**src/rtl/risc_pkg.sv**
```systemverilog
// Shared encodings for the RISC control sequencer: opcodes, FSM states and
// opcode classes. Later pipeline/hazard logic imports the same constants.
package risc_pkg;

  // 6-bit opcode set (IR[31:26])
  localparam logic [5:0] OP_NOP   = 6'd0;
  localparam logic [5:0] OP_ADD   = 6'd1;
  localparam logic [5:0] OP_SUB   = 6'd2;
  localparam logic [5:0] OP_STORE = 6'd3;
  localparam logic [5:0] OP_LOAD  = 6'd4;
  localparam logic [5:0] OP_MOVE  = 6'd5;
  localparam logic [5:0] OP_SGE   = 6'd6;
  localparam logic [5:0] OP_SLE   = 6'd7;
  localparam logic [5:0] OP_SGT   = 6'd8;
  localparam logic [5:0] OP_SLT   = 6'd9;
  localparam logic [5:0] OP_SEQ   = 6'd10;
  localparam logic [5:0] OP_SNE   = 6'd11;
  localparam logic [5:0] OP_AND   = 6'd12;
  localparam logic [5:0] OP_OR    = 6'd13;
  localparam logic [5:0] OP_XOR   = 6'd14;
  localparam logic [5:0] OP_NOT   = 6'd15;
  localparam logic [5:0] OP_MOVEI = 6'd16;
  localparam logic [5:0] OP_SLI   = 6'd17;
  localparam logic [5:0] OP_SRI   = 6'd18;
  localparam logic [5:0] OP_ADDI  = 6'd19;
  localparam logic [5:0] OP_SUBI  = 6'd20;
  localparam logic [5:0] OP_JUMP  = 6'd21;
  localparam logic [5:0] OP_BRA   = 6'd22;
  localparam logic [5:0] OP_ADDF  = 6'd23;
  localparam logic [5:0] OP_MULF  = 6'd24;

  // FSM state encoding
  localparam logic [2:0] FETCH     = 3'd0;
  localparam logic [2:0] DECODE    = 3'd1;
  localparam logic [2:0] EXECUTE   = 3'd2;
  localparam logic [2:0] MEM       = 3'd3;
  localparam logic [2:0] FPU_WAIT  = 3'd4;
  localparam logic [2:0] WRITEBACK = 3'd5;

  // Opcode class encoding
  localparam logic [2:0] NOP_C = 3'd0;
  localparam logic [2:0] ALU_C = 3'd1;
  localparam logic [2:0] LD_C  = 3'd2;
  localparam logic [2:0] ST_C  = 3'd3;
  localparam logic [2:0] JMP_C = 3'd4;
  localparam logic [2:0] BRA_C = 3'd5;
  localparam logic [2:0] FPU_C = 3'd6;
  localparam logic [2:0] ILL_C = 3'd7;

endpackage

```
**src/rtl/risc_opclass_decode.sv**
```systemverilog
// Combinational opcode -> class decoder. Kept separate so hazard logic can
// reuse exactly the same classification as the control sequencer.
module risc_opclass_decode
  import risc_pkg::*;
(
  input  logic [5:0] opcode,
  output logic [2:0] op_class
);

  // Map each opcode to its class; anything above MULF is illegal
  always_comb begin
    op_class = ILL_C;
    case (opcode)
      OP_NOP:           op_class = NOP_C;
      OP_STORE:         op_class = ST_C;
      OP_LOAD:          op_class = LD_C;
      OP_JUMP:          op_class = JMP_C;
      OP_BRA:           op_class = BRA_C;
      OP_ADDF, OP_MULF: op_class = FPU_C;
      // remaining codes up to SUBI are ALU ops (0, 3, 4 matched above)
      default:          if (opcode <= OP_SUBI) op_class = ALU_C;
    endcase
  end

endmodule

```
**src/rtl/risc_ctrl_sequencer.sv**
```systemverilog
// Multi-cycle control FSM for the RISC core. Produces single-cycle strobes
// for the register file, data memory, FPU and PC, counts retired
// instructions and flags illegal opcodes / FPU timeouts (sticky err).
//
// Handshakes: fetch_req/fetch_ack and mem_req/mem_ack are valid/ready
// pairs -- the request is held high until the cycle in which the ack is
// seen, and the transfer happens in exactly that cycle. fpu_start is a
// one-cycle launch; fpu_done is sampled every FPU_WAIT cycle.
module risc_ctrl_sequencer #(
  parameter int RET_W       = 16,
  parameter int FPU_TIMEOUT = 64
) (
  input  logic             clk,
  input  logic             rst_n,
  input  logic             run,
  output logic             fetch_req,
  input  logic             fetch_ack,
  output logic             ir_load,
  input  logic [5:0]       opcode,
  input  logic             cond_true,
  output logic             register_we,
  output logic             data_we,
  output logic             mem_req,
  input  logic             mem_ack,
  output logic             fpu_start,
  input  logic             fpu_done,
  output logic             pc_inc,
  output logic             pc_load,
  output logic [RET_W-1:0] retired,
  output logic             err
);
  import risc_pkg::*;

  // last FPU_WAIT timer value before abort
  localparam logic [7:0] TMO_LAST = 8'(FPU_TIMEOUT - 1);

  logic [2:0]       state_q, state_d;
  logic [2:0]       class_q, class_d;
  logic [7:0]       timer_q, timer_d;
  logic [RET_W-1:0] retired_q, retired_d;
  logic             err_q, err_d;
  logic             retire;
  logic             fetch_go;
  logic [2:0]       dec_class;

  risc_opclass_decode u_decode (
    .opcode   (opcode),
    .op_class (dec_class)
  );

  // fetch request is masked while reset is held so nothing is issued
  assign fetch_go = run & rst_n;

  // Next-state, strobe decode and counter/error updates
  always_comb begin
    state_d     = state_q;
    class_d     = class_q;
    timer_d     = timer_q;
    err_d       = err_q;
    retire      = 1'b0;
    fetch_req   = 1'b0;
    ir_load     = 1'b0;
    register_we = 1'b0;
    data_we     = 1'b0;
    mem_req     = 1'b0;
    fpu_start   = 1'b0;
    pc_inc      = 1'b0;
    pc_load     = 1'b0;
    case (state_q)
      FETCH: begin
        fetch_req = fetch_go;
        ir_load   = fetch_go & fetch_ack;
        if (fetch_go && fetch_ack) state_d = DECODE;
      end
      DECODE: begin
        class_d = dec_class;
        case (dec_class)
          NOP_C: begin
            pc_inc  = 1'b1;
            retire  = 1'b1;
            state_d = FETCH;
          end
          ALU_C:       state_d = EXECUTE;
          LD_C, ST_C:  state_d = MEM;
          JMP_C: begin
            pc_load = 1'b1;
            retire  = 1'b1;
            state_d = FETCH;
          end
          BRA_C: begin
            pc_load = cond_true;
            pc_inc  = ~cond_true;
            retire  = 1'b1;
            state_d = FETCH;
          end
          FPU_C: begin
            fpu_start = 1'b1;
            timer_d   = 8'd0;
            state_d   = FPU_WAIT;
          end
          default: begin
            err_d   = 1'b1;
            pc_inc  = 1'b1;
            state_d = FETCH;
          end
        endcase
      end
      EXECUTE: state_d = WRITEBACK;
      MEM: begin
        mem_req = 1'b1;
        data_we = (class_q == ST_C);
        if (mem_ack) begin
          if (class_q == ST_C) begin
            pc_inc  = 1'b1;
            retire  = 1'b1;
            state_d = FETCH;
          end else begin
            state_d = WRITEBACK;
          end
        end
      end
      FPU_WAIT: begin
        timer_d = timer_q + 8'd1;
        // a done arriving in the timeout cycle still completes normally
        if (fpu_done) begin
          state_d = WRITEBACK;
        end else if (timer_q == TMO_LAST) begin
          err_d   = 1'b1;
          pc_inc  = 1'b1;
          state_d = FETCH;
        end
      end
      WRITEBACK: begin
        register_we = 1'b1;
        pc_inc      = 1'b1;
        retire      = 1'b1;
        state_d     = FETCH;
      end
      default: state_d = FETCH;
    endcase
    retired_d = retire ? retired_q + 1'b1 : retired_q;
  end

  // State and bookkeeping registers
  always_ff @(posedge clk or negedge rst_n) begin
    if (!rst_n) begin
      state_q   <= FETCH;
      class_q   <= NOP_C;
      timer_q   <= 8'd0;
      retired_q <= '0;
      err_q     <= 1'b0;
    end else begin
      state_q   <= state_d;
      class_q   <= class_d;
      timer_q   <= timer_d;
      retired_q <= retired_d;
      err_q     <= err_d;
    end
  end

  assign retired = retired_q;
  assign err     = err_q;

endmodule
```
**config.mk**
```make
export PLATFORM = sky130hd
export DESIGN_NAME = risc_ctrl_sequencer
export DESIGN_NICKNAME = d
export VERILOG_FILES = /design/src/rtl/risc_pkg.sv /design/src/rtl/risc_opclass_decode.sv /design/src/rtl/risc_ctrl_sequencer.sv
export SDC_FILE = /design/constraint.sdc
export NUM_CORES = 1
export LEC_CHECK = 0
export BUFFER_PORTS_ARGS = -buffer_cell sky130_fd_sc_hd__buf_2
export CORE_ASPECT_RATIO = 0.9
export CORE_MARGIN = 10
export CORE_UTILIZATION = 40
export CTS_BUF_LIST = sky130_fd_sc_hd__clkbuf_8
export CTS_CLUSTER_SIZE = 14
export DETAILED_ROUTE_END_ITERATION = 8
export PLACE_DENSITY = 0.68
export SKIP_CTS_REPAIR_TIMING = 1
export SYNTH_ARGS = -nofsm -noshare
export SYNTH_HDL_FRONTEND = slang
export SYNTH_SLANG_ARGS = --single-unit
```
**constraint.sdc**
```tcl
create_clock -name clk -period 5.4 [get_ports clk]
set_clock_uncertainty 0.15 [all_clocks]
set_input_delay 0.27 -clock clk [delete_from_list [all_inputs] [get_ports clk]]
set_output_delay 0.27 -clock clk [all_outputs]
set_load 0.005 [all_outputs]
```
==> summary.md, run 1 <==
| Metric | Value |
|---|---|
| Status | `finished clean` |
| # H-tree levels | `2` |
| CP required | `5420 ps` |
| Antenna-violating nets left | `0` |
| Ant. Diodes | `0` |
| Kind of critical path | `register to register` |
| Top layer in use | `met4` |
| Yosys cell types | `51` |
| Gate Count Post-Synth | `205` |
| Post-Syn Area | `0.00189 mm²` |
| MaxCap Viol Count | `0` |
| GRT overflow | `0` |
| Chip Width | `92.5 µm` |
| Worst slew pin tran | `1160 ps` |
| Sink Count | `31` |
| Final setup TNS | `0 ps` |
| CTS buffer count | `5` |
| Total I/O pin count | `38` |
| Via count | `1594` |
| Setup ws final | `2920 ps` |
| Met3 WL | `327 µm` |
| Area growth syn-to-layout | `18.6%` |
| Max FO, Critical Path | `12` |
| Largest net degree at the start of global routing | `34` |
| Clock slew at reported path FFs | `70 ps` |
| WL final | `4.36 mm` |
| Synthesized area per cell | `9.23 µm²` |
| Cell Area, Placed | `0.00210 mm²` |
| CP arrival | `2500 ps` |
| Longest Clk Path Bufs | `2` |
| EDFF count, synth | `0` |
| Die Height | `85.3 µm` |
| Seq/Total Area, Yosys | `41.0%` |
| Drt initial violations | `88` |
| Starting Density | `41.9%` |
| P_leak | `1.04 nW` |
| Min cycle time layout | `2480 ps` |
| Root Driver | `clkbuf_8` |
| Ys async rst share | `100%` |
| Cell Pwr Density | `438 mW/mm²` |
| Period utilisation layout | `45.9%` |
| Initial antenna violation count | `0` |
| Layout cell share with drive strength beyond 1 | `22.5%` |
| Total GRT Usage | `11.7%` |
| Placer Congestion | `0.802` |
| Yosys warnings | `0` |
| DRT Pass-1 Iters | `4` |
| Worst slew margin | `22.4%` |
| WL met2 | `1.82 mm` |
| Max Slew Vio Count | `0` |
| Place WS | `2900 ps` |
| Hold Path Class | `input pin to register` |
| Endpoints failing setup | `0` |
| RSZ-0062 raised after global routing | `no` |
| Worst setup EP type | `register` |
| DIE AREA | `0.00789 mm²` |
| Final Hold Fails | `0` |
| Vias in the first global route | `1603` |
| Synth Net Count | `220` |
| Crit path launch type | `register` |
| Row count | `23` |
| DPL Wire Length | `3.22 mm` |
| Number of I/O port buffers | `37` |
| Vias per cell | `5.28` |
| Primary FF master, synth | `dfrtp_1` |
| Met1 WL | `2.15 mm` |
| Area leader, netlist | `dfrtp_1` |
| Fmax | `0.404 GHz` |
| Post-route cell area | `0.00224 mm²` |
| Core area | `0.00452 mm²` |
| WL per Instance | `14.4 µm` |
| Nets | `254` |
| # DRC | `0` |
| Dominant cells by area after synthesis | `dfrtp_1 (41%), xor2_1 (5.6%), nand2_1 (4.2%), a21oi_1 (3.7%), nand3_1 (2.9%)` |
| Worst VDD drop | `0.191 mV` |
| CTS tree | `yes` |
| Global-route wire length before repair | `7.65 mm` |
| Share of the synthesized area in the top cell type | `41.0%` |
| Skew-Pair Late Insertion Delay | `280 ps` |
| #FFs+latches synth | `31` |
==> synth_stat cells, types with 4 or more instances <==
library cell	number
a21o_1	4
a21oi_1	14
a31oi_1	5
buf_2	7
dfrtp_1	31
inv_1	6
nand2_1	21
nand3_1	11
nor2_1	14
nor2b_1	4
o21a_1	4
o21ai_0	8
xnor2_1	4
xor2_1	12
==> registers in the layout (all words and copies together), names as in the netlist <==
register / flops
class_q: 3
timer_q: 8
err: 1
state_q: 3
retired: 16
==> layout by cell type, fill, tap and decap left out, drive strengths merged, types with 3 or more instances in the layout <==
master	netlist	final
o21a	4	4
nor2	14	14
a31oi	5	5
nor4	4	4
o21ai	10	10
clkbuf	3	5
o22ai	3	3
inv	6	7
nand3	11	11
nor4b	4	4
nand4	3	3
xnor2	4	4
xor2	12	12
nor3b	4	4
dfrtp	31	31
nand3b	4	4
nor3	3	3
buf	8	37
nor2b	4	4
a21o	4	4
nand2	21	21
a21oi	14	14
==> path summary, 6_finish.rpt <==
kind	start	to	slack, ps	cells after the start
setup / recovery	state_q[2]	retired[1]	2920	4
hold / removal	mem_ack	state_q[1]	60	2
setup reg to reg	state_q[2]	retired[1]	2920	4
hold reg to reg	retired[15]	retired[15]	320	1
max in group asynchronous	rst_n	retired[12]	4230	2
min in group asynchronous	rst_n	state_q[1]	410	2
==> per-stage QoR <==
step	std cells	power (mW)	util, %	hold slack (ps)
4_1_cts	301	0.990	49.5	-98.0
3_3_place_gp	293	0.707	46.5	219
5_1_grt	302	1.07	49.7	78.1
3_5_place_dp	293	0.715	46.5	217
6_report	302	0.983	49.7	59.4
2_1_floorplan	205	0.622	-	-176
==> power by group <==
group / total [mW] / internal [mW] / switching, mW / leakage [nW]
Clock: 0.269 / 0.182 / 0.0868 / 0.0695
Combinational: 0.314 / 0.147 / 0.167 / 0.591
Sequential: 0.400 / 0.305 / 0.0944 / 0.375
==> cell families (layout without fill, tap and decap cells) <==
family                   Yosys count  after routing  share of synthesized area (%)
AO/OA/AOI/OAI                     51             51                           18.5
XOR/XNOR                          16             16                           7.40
adder cells (fa/ha/maj)            2              2                           1.32
buffers and inverters             17             52                           4.03
flip-flops                        31             31                           41.0
multiplexers                       3              3                           1.65
AND/OR/NAND/NOR                   85             85                           26.1
==> per-layer routing <==
| layer | GRT usage (%) | vias to the layer above |
|---|---|---|
| met5 | 0 | - |
| li1 | - | 799 |
| met1 | 15.2 | 753 |
| met2 | 16.7 | 37 |
| met3 | 5.11 | 5 |
| met4 | 4.62 | 0 |
==> area by class of cell <==
cell class	instances	area, µm²
multi-input cells	157	1040
clock inverters	3	63.8
inverters	6	22.5
well taps	62	77.6
repair buffers	38	195
fillers	446	2270
flip-flops and latches	31	776
clock buffers	5	68.8
==> worst max-delay path, cell delays in order (launching register included) <==
cell	delay, ps
dfrtp_1	560
nand3b_4	230
o32ai_2	120
a31oi_1	870
mux2_2	420
No activity file was read; power rests on OpenSTA's default activity.
==> run 2, diff against run 1 <==
--- a/config.mk
+++ b/config.mk
@@ -12,7 +12,7 @@
 export CTS_BUF_LIST = sky130_fd_sc_hd__clkbuf_8
 export CTS_CLUSTER_SIZE = 14
 export DETAILED_ROUTE_END_ITERATION = 8
-export PLACE_DENSITY = 0.68
+export PLACE_DENSITY = 0.7
 export SKIP_CTS_REPAIR_TIMING = 1
 export SYNTH_ARGS = -nofsm -noshare
 export SYNTH_HDL_FRONTEND = slang
==> constraint.sdc (replaced) <==
create_clock -name clk -period 2.1 [get_ports clk]
set_clock_uncertainty 0.15 [all_clocks]
set_input_delay 0.105 -clock clk [delete_from_list [all_inputs] [get_ports clk]]
set_output_delay 0.105 -clock clk [all_outputs]
set_load 0.005 [all_outputs]
==> summary.md, run 2 (same netlist as run 1, synthesis figures left out) <==
| Metric | Value |
|---|---|
| Largest net degree at the start of global routing | `33 (-2.9%)` |
| CP required | `1850 ps (-3570 ps)` |
| Final Hold Fails | `0 (unchanged)` |
| Max FO, Critical Path | `4 (-8)` |
| Total GRT Usage | `11.9% (+0.16 points)` |
| Skew-Pair Late Insertion Delay | `290 ps (about the same)` |
| Hold Path Class | `input pin to register` |
| DPL Wire Length | `3.37 mm (+4.6%)` |
| Core area | `0.00452 mm² (unchanged)` |
| CP arrival | `1800 ps (-700 ps)` |
| Die Height | `85.3 µm (unchanged)` |
| # H-tree levels | `2 (unchanged)` |
| Cell Area, Placed | `0.00220 mm² (+4.9%)` |
| DIE AREA | `0.00789 mm² (unchanged)` |
| Number of I/O port buffers | `37 (unchanged)` |
| Fmax | `0.487 GHz` |
| # fillers | `429 (-3.8%)` |
| Clock slew at reported path FFs | `70 ps (about the same)` |
| Total I/O pin count | `38 (unchanged)` |
| Layout cell share with drive strength beyond 1 | `29.7% (+7.2 points)` |
| Area growth syn-to-layout | `28.8%` |
| Antenna-violating nets left | `0 (unchanged)` |
| Status | `finished clean` |
| Worst Hold Margin | `96.4 ps (+37.1 ps)` |
| Area of the multi-input gates | `0.00111 mm² (+7.0%)` |
| Endpoints failing setup | `0 (unchanged)` |
| Vias per cell | `5.26 (-0.32%)` |
| WL per Instance | `14.4 µm (-0.13%)` |
| Vias in the first global route | `1648 (+2.8%)` |
| Worst setup EP type | `output port` |
| Worst slew pin tran | `490 ps (-669 ps)` |
| Ant. Diodes | `0 (unchanged)` |
| Starting Density | `41.9% (unchanged)` |
| MaxCap Viol Count | `0 (unchanged)` |
| GRT overflow | `0 (unchanged)` |
| Min cycle time layout | `2060 ps` |
| Root Driver | `clkbuf_8` |
| Kind of critical path | `register to output port` |
| DRT Pass-1 Iters | `4 (unchanged)` |
| CTS tree | `yes` |
| RSZ-0062 raised after global routing | `yes` |
| Placer Congestion | `0.802 (about the same)` |
| Crit path launch type | `register` |
| Drt initial violations | `65 (-26%)` |
| Sink Count | `31 (unchanged)` |
| Register cell area after layout | `776 µm² (unchanged)` |
| Longest Clk Path Bufs | `2 (unchanged)` |
| Worst slew margin | `67.2% (+45 points)` |
| Chip Width | `92.5 µm (unchanged)` |
| # DRC | `0 (unchanged)` |
| Largest register FFs | `16 (unchanged)` |
| Row count | `23 (unchanged)` |
| Via count | `1673 (+5.0%)` |
| Most frequent cells in the layout | `buf_2 (36), dfrtp_1 (31), nand2_1 (21)` |
| CTS buffer count | `5 (unchanged)` |
| P_leak | `1.17 nW (+13%)` |
| Final setup TNS | `0 ps (unchanged)` |
| Period utilisation layout | `97.9%` |
| Global-route wire length before repair | `7.74 mm (+1.3%)` |
| Max Slew Vio Count | `0 (unchanged)` |
| Worst VDD drop | `0.588 mV (+210%)` |
| Layout Utilization | `54.0% (+4.3 points)` |
| Initial antenna violation count | `0 (unchanged)` |
| Commonest non-fill, non-tap cell in the layout | `buf_2` |
| WL final | `4.58 mm (+5.2%)` |
| Post-route cell area | `0.00244 mm² (+8.6%)` |
| Nets | `270 (+6.3%)` |
| Cell Pwr Density | `1070 mW/mm² (+140%)` |
-- run 2: per-layer routing --
metal	up-vias	track usage, %	wire length [µm]
met1	789	15.1	2140
met4	0	5.04	85
met3	9	4.49	333
met5	-	0	0
li1	832	-	-
met2	43	17.6	2030
-- run 2: layout make-up --
| cell class | count | area share, % |
|---|---|---|
| sequential | 31 | 31.8 |
| timing repair buffer | 54 | 13.8 |
| inverter | 6 | 0.924 |
| clock inverter | 3 | 1.80 |
| clock buffer | 5 | 2.82 |
| tap | 62 | 3.18 |
| multi-input combinational | 157 | 45.7 |
-- run 2: worst paths after layout --
| check | startpoint | end | slack, ps | depth (start not counted) |
|---|---|---|---|---|
| worst min register to register | retired[15] | retired[15] | 310 | 1 |
| max in group asynchronous | rst_n | timer_q[4] | 1260 | 3 |
| min in group asynchronous | rst_n | state_q[0] | 250 | 3 |
| worst max-delay path | state_q[1] | fpu_start | 40 | 6 |
| worst min-delay path | fpu_done | state_q[2] | 100 | 3 |
| worst max register to register | state_q[1] | retired[6] | 120 | 7 |
-- run 2: critical path, stage by stage, from the launching register on --
cell	delay [ps]
dfrtp_1	430
nor3b_2	250
buf_4	170
nand3b_1	120
a2111oi_4	260
buf_4	200
buf_6	90
-- run 2: metrics by stage --
step | cells | total power, mW | worst slack, ps
after floorplan | 205 | 1.60 | 133
after detailed placement | 305 | 1.95 | 71.2
after CTS | 313 | 2.55 | -133
after global placement | 305 | 1.92 | 120
final | 318 | 2.62 | 44.6
after global routing | 318 | 2.82 | -75.4
-- run 2: where the power goes --
group | switching [mW] | internal [mW]
Sequential | 0.197 | 0.785
Clock | 0.240 | 0.353
Combinational | 0.538 | 0.503
Total | 0.974 | 1.64
==> run 3, diff against run 2 <==
--- a/config.mk
+++ b/config.mk
@@ -6,7 +6,6 @@
 export NUM_CORES = 1
 export LEC_CHECK = 0
 export BUFFER_PORTS_ARGS = -buffer_cell sky130_fd_sc_hd__buf_2
-export CORE_ASPECT_RATIO = 0.9
 export CORE_MARGIN = 10
 export CORE_UTILIZATION = 40
 export CTS_BUF_LIST = sky130_fd_sc_hd__clkbuf_8
==> summary.md, run 3 (same netlist as run 1, synthesis figures left out) <==
| Metric | Value |
|---|---|
| Status | `finished clean` |
| WL per Instance | `15.1 µm (+4.5%)` |
| Layout cell share with drive strength beyond 1 | `28.9% (-0.78 points)` |
| Vias in the first global route | `1561 (-5.3%)` |
| # H-tree levels | `2 (unchanged)` |
| Fmax | `0.490 GHz (+0.75%)` |
| Most frequent cells in the layout | `buf_2 (37), dfrtp_1 (30), nand2_1 (21)` |
| Row count | `24 (+4.3%)` |
| Antenna-violating nets left | `0 (unchanged)` |
| Max FO, Critical Path | `4 (unchanged)` |
| Layout Utilization | `52.4% (-1.5 points)` |
| Number of I/O port buffers | `37 (unchanged)` |
| Max Slew Vio Count | `0 (unchanged)` |
| Largest net degree at the start of global routing | `33 (unchanged)` |
| Crit path launch type | `register` |
| Die Height | `88.8 µm (+4.1%)` |
| Area of the multi-input gates | `0.00108 mm² (-3.4%)` |
| Sink Count | `31 (unchanged)` |
| Worst slew margin | `73.3% (+6.1 points)` |
| Clock slew at reported path FFs | `60 ps (about the same)` |
| DRT Pass-1 Iters | `4 (unchanged)` |
| Crit path max-delay cell type | `dfrtp_1` |
| CTS buffer count | `5 (unchanged)` |
| Nets | `272 (+0.74%)` |
| DIE AREA | `0.00788 mm² (about the same)` |
| Largest register FFs | `16 (unchanged)` |
| Kind of critical path | `register to output port` |
| # fillers | `414 (-3.5%)` |
| CTS tree | `yes` |
| P_int | `1.49 mW (-9.1%)` |
| Logic pwr share | `41.7% (+1.9 points)` |
| Commonest non-fill, non-tap cell in the layout | `buf_2` |
| Setup ws final | `59.9 ps (+15.3 ps)` |
| Area growth syn-to-layout | `23.9%` |
| Final Hold Fails | `0 (unchanged)` |
| P_leak | `1.11 nW (-5.1%)` |
| Chip Width | `88.8 µm (-4.0%)` |
| Vias per cell | `5.46 (+3.7%)` |
| Ant. Diodes | `0 (unchanged)` |
| Cell Pwr Density | `1030 mW/mm² (-4.1%)` |
| Crit path largest cell delay | `420 ps (about the same)` |
| Skew-Pair Late Insertion Delay | `280 ps (about the same)` |
| Root Driver | `clkbuf_8` |
| Register cell area after layout | `777 µm² (+0.16%)` |
| Place WS | `63.9 ps (-7.30 ps)` |
| Starting Density | `42.3% (+0.41 points)` |
| Worst Hold Margin | `103 ps (+6.80 ps)` |
| Total GRT Usage | `11.7% (-0.14 points)` |
| CP arrival | `1790 ps (about the same)` |
| Min cycle time layout | `2040 ps (-15.3 ps)` |
| Endpoints failing setup | `0 (unchanged)` |
| Worst reg2reg setup slack | `130 ps (about the same)` |
| Initial antenna violation count | `0 (unchanged)` |
| Worst VDD drop | `0.433 mV (-26%)` |
| Crit path top cell by count | `buf_4` |
| GRT overflow | `0 (unchanged)` |
| Worst-path cell chain | `nor3b_4 > buf_4 > nand3b_1 > a2111oi_4 > buf_4 > buf_2` |
| Clock power frac | `17.4% (-5.3 points)` |
| DPL Wire Length | `3.43 mm (+1.9%)` |
| Sw Ratio | `38.2% (+0.93 points)` |
| Period utilisation layout | `97.1% (-0.73 points)` |
| Via count | `1681 (+0.48%)` |
| RSZ-0062 raised after global routing | `yes` |
| WL final | `4.64 mm (+1.2%)` |
| Psw | `0.922 mW (-5.4%)` |
| Worst slew pin tran | `395 ps (-95.3 ps)` |
| # DRC | `0 (unchanged)` |
| Placer Congestion | `0.821 (+2.4%)` |
| Longest Clk Path Bufs | `2 (unchanged)` |
| Hold Path Class | `input pin to register` |
| Core area | `0.00447 mm² (-0.97%)` |
| CP required | `1850 ps (about the same)` |
| MaxCap Viol Count | `0 (unchanged)` |
| Total I/O pin count | `38 (unchanged)` |
| Seq pwr share | `41.0% (+3.4 points)` |
| Worst setup EP type | `output port` |
| Global-route wire length before repair | `7.33 mm (-5.3%)` |
| Drt initial violations | `115 (+77%)` |
-- run 3: changes by cell type in the layout (fill, tap and decap cells not counted), sizes merged --
cell	before	now
bufinv	1	0
clkinv	2	0
inv	6	7
buf	52	54
-- run 3: path summary, 6_finish.rpt --
| check | from | endpoint | cells after the start |
|---|---|---|---|
| hold / removal | fpu_done | state_q[2] | 3 |
| setup / recovery | state_q[0] | fpu_start | 6 |
| max in group asynchronous | rst_n | state_q[1] | 3 |
| setup reg to reg | state_q[0] | retired[12] | 7 |
| min in group asynchronous | rst_n | class_q[1] | 3 |
| hold reg to reg | retired[15] | retired[15] | 1 |
-- run 3: per-layer routing --
layer	vias up	routed length, µm	global-route usage (%)	part of all wire, %
met5	-	0	0	0
met4	0	72	4.99	1.6
met3	10	381	5.51	8.2
met2	44	2030	17.2	44
met1	792	2150	14.4	46
li1	835	-	-	-
-- run 3: through the flow --
stage	area (µm²)	power, mW	setup TNS (ps)	std cells
after floorplan	1890	1.60	0	205
after global placement	2180	1.91	0	295
after detailed placement	2180	1.94	0	295
after CTS	2250	2.37	-82.5	301
after global routing	2350	2.60	-56.9	308
final	2350	2.41	0	308
-- run 3: power by group through the flow --
stage               combinational (mW)  sequential [mW]  clock [mW]
global route                      1.11             1.02       0.469
detailed placement               0.950            0.989           0
floorplan                        0.661            0.939           0
finish                            1.01            0.988       0.419
global placement                 0.925            0.980           0
CTS                              0.954            0.980       0.436
-- run 3: area by class of cell --
| type | instances | share of cell area, % |
|---|---|---|
| inverters | 6 | 0.960 |
| multi-input cells | 157 | 45.9 |
| clock inverters | 1 | 0.160 |
| well taps | 52 | 2.77 |
| flip-flops and latches | 31 | 33.1 |
| repair buffers | 56 | 14.2 |
| clock buffers | 5 | 2.93 |
-- run 3: worst max-delay path: cells and delay by family, from the launching register on --
kind / cells / cell delay, ps
buffers and inverters: 3 / 470
AO/OA/AOI/OAI: 1 / 240
AND/OR/NAND/NOR: 2 / 370
flip-flops: 1 / 420
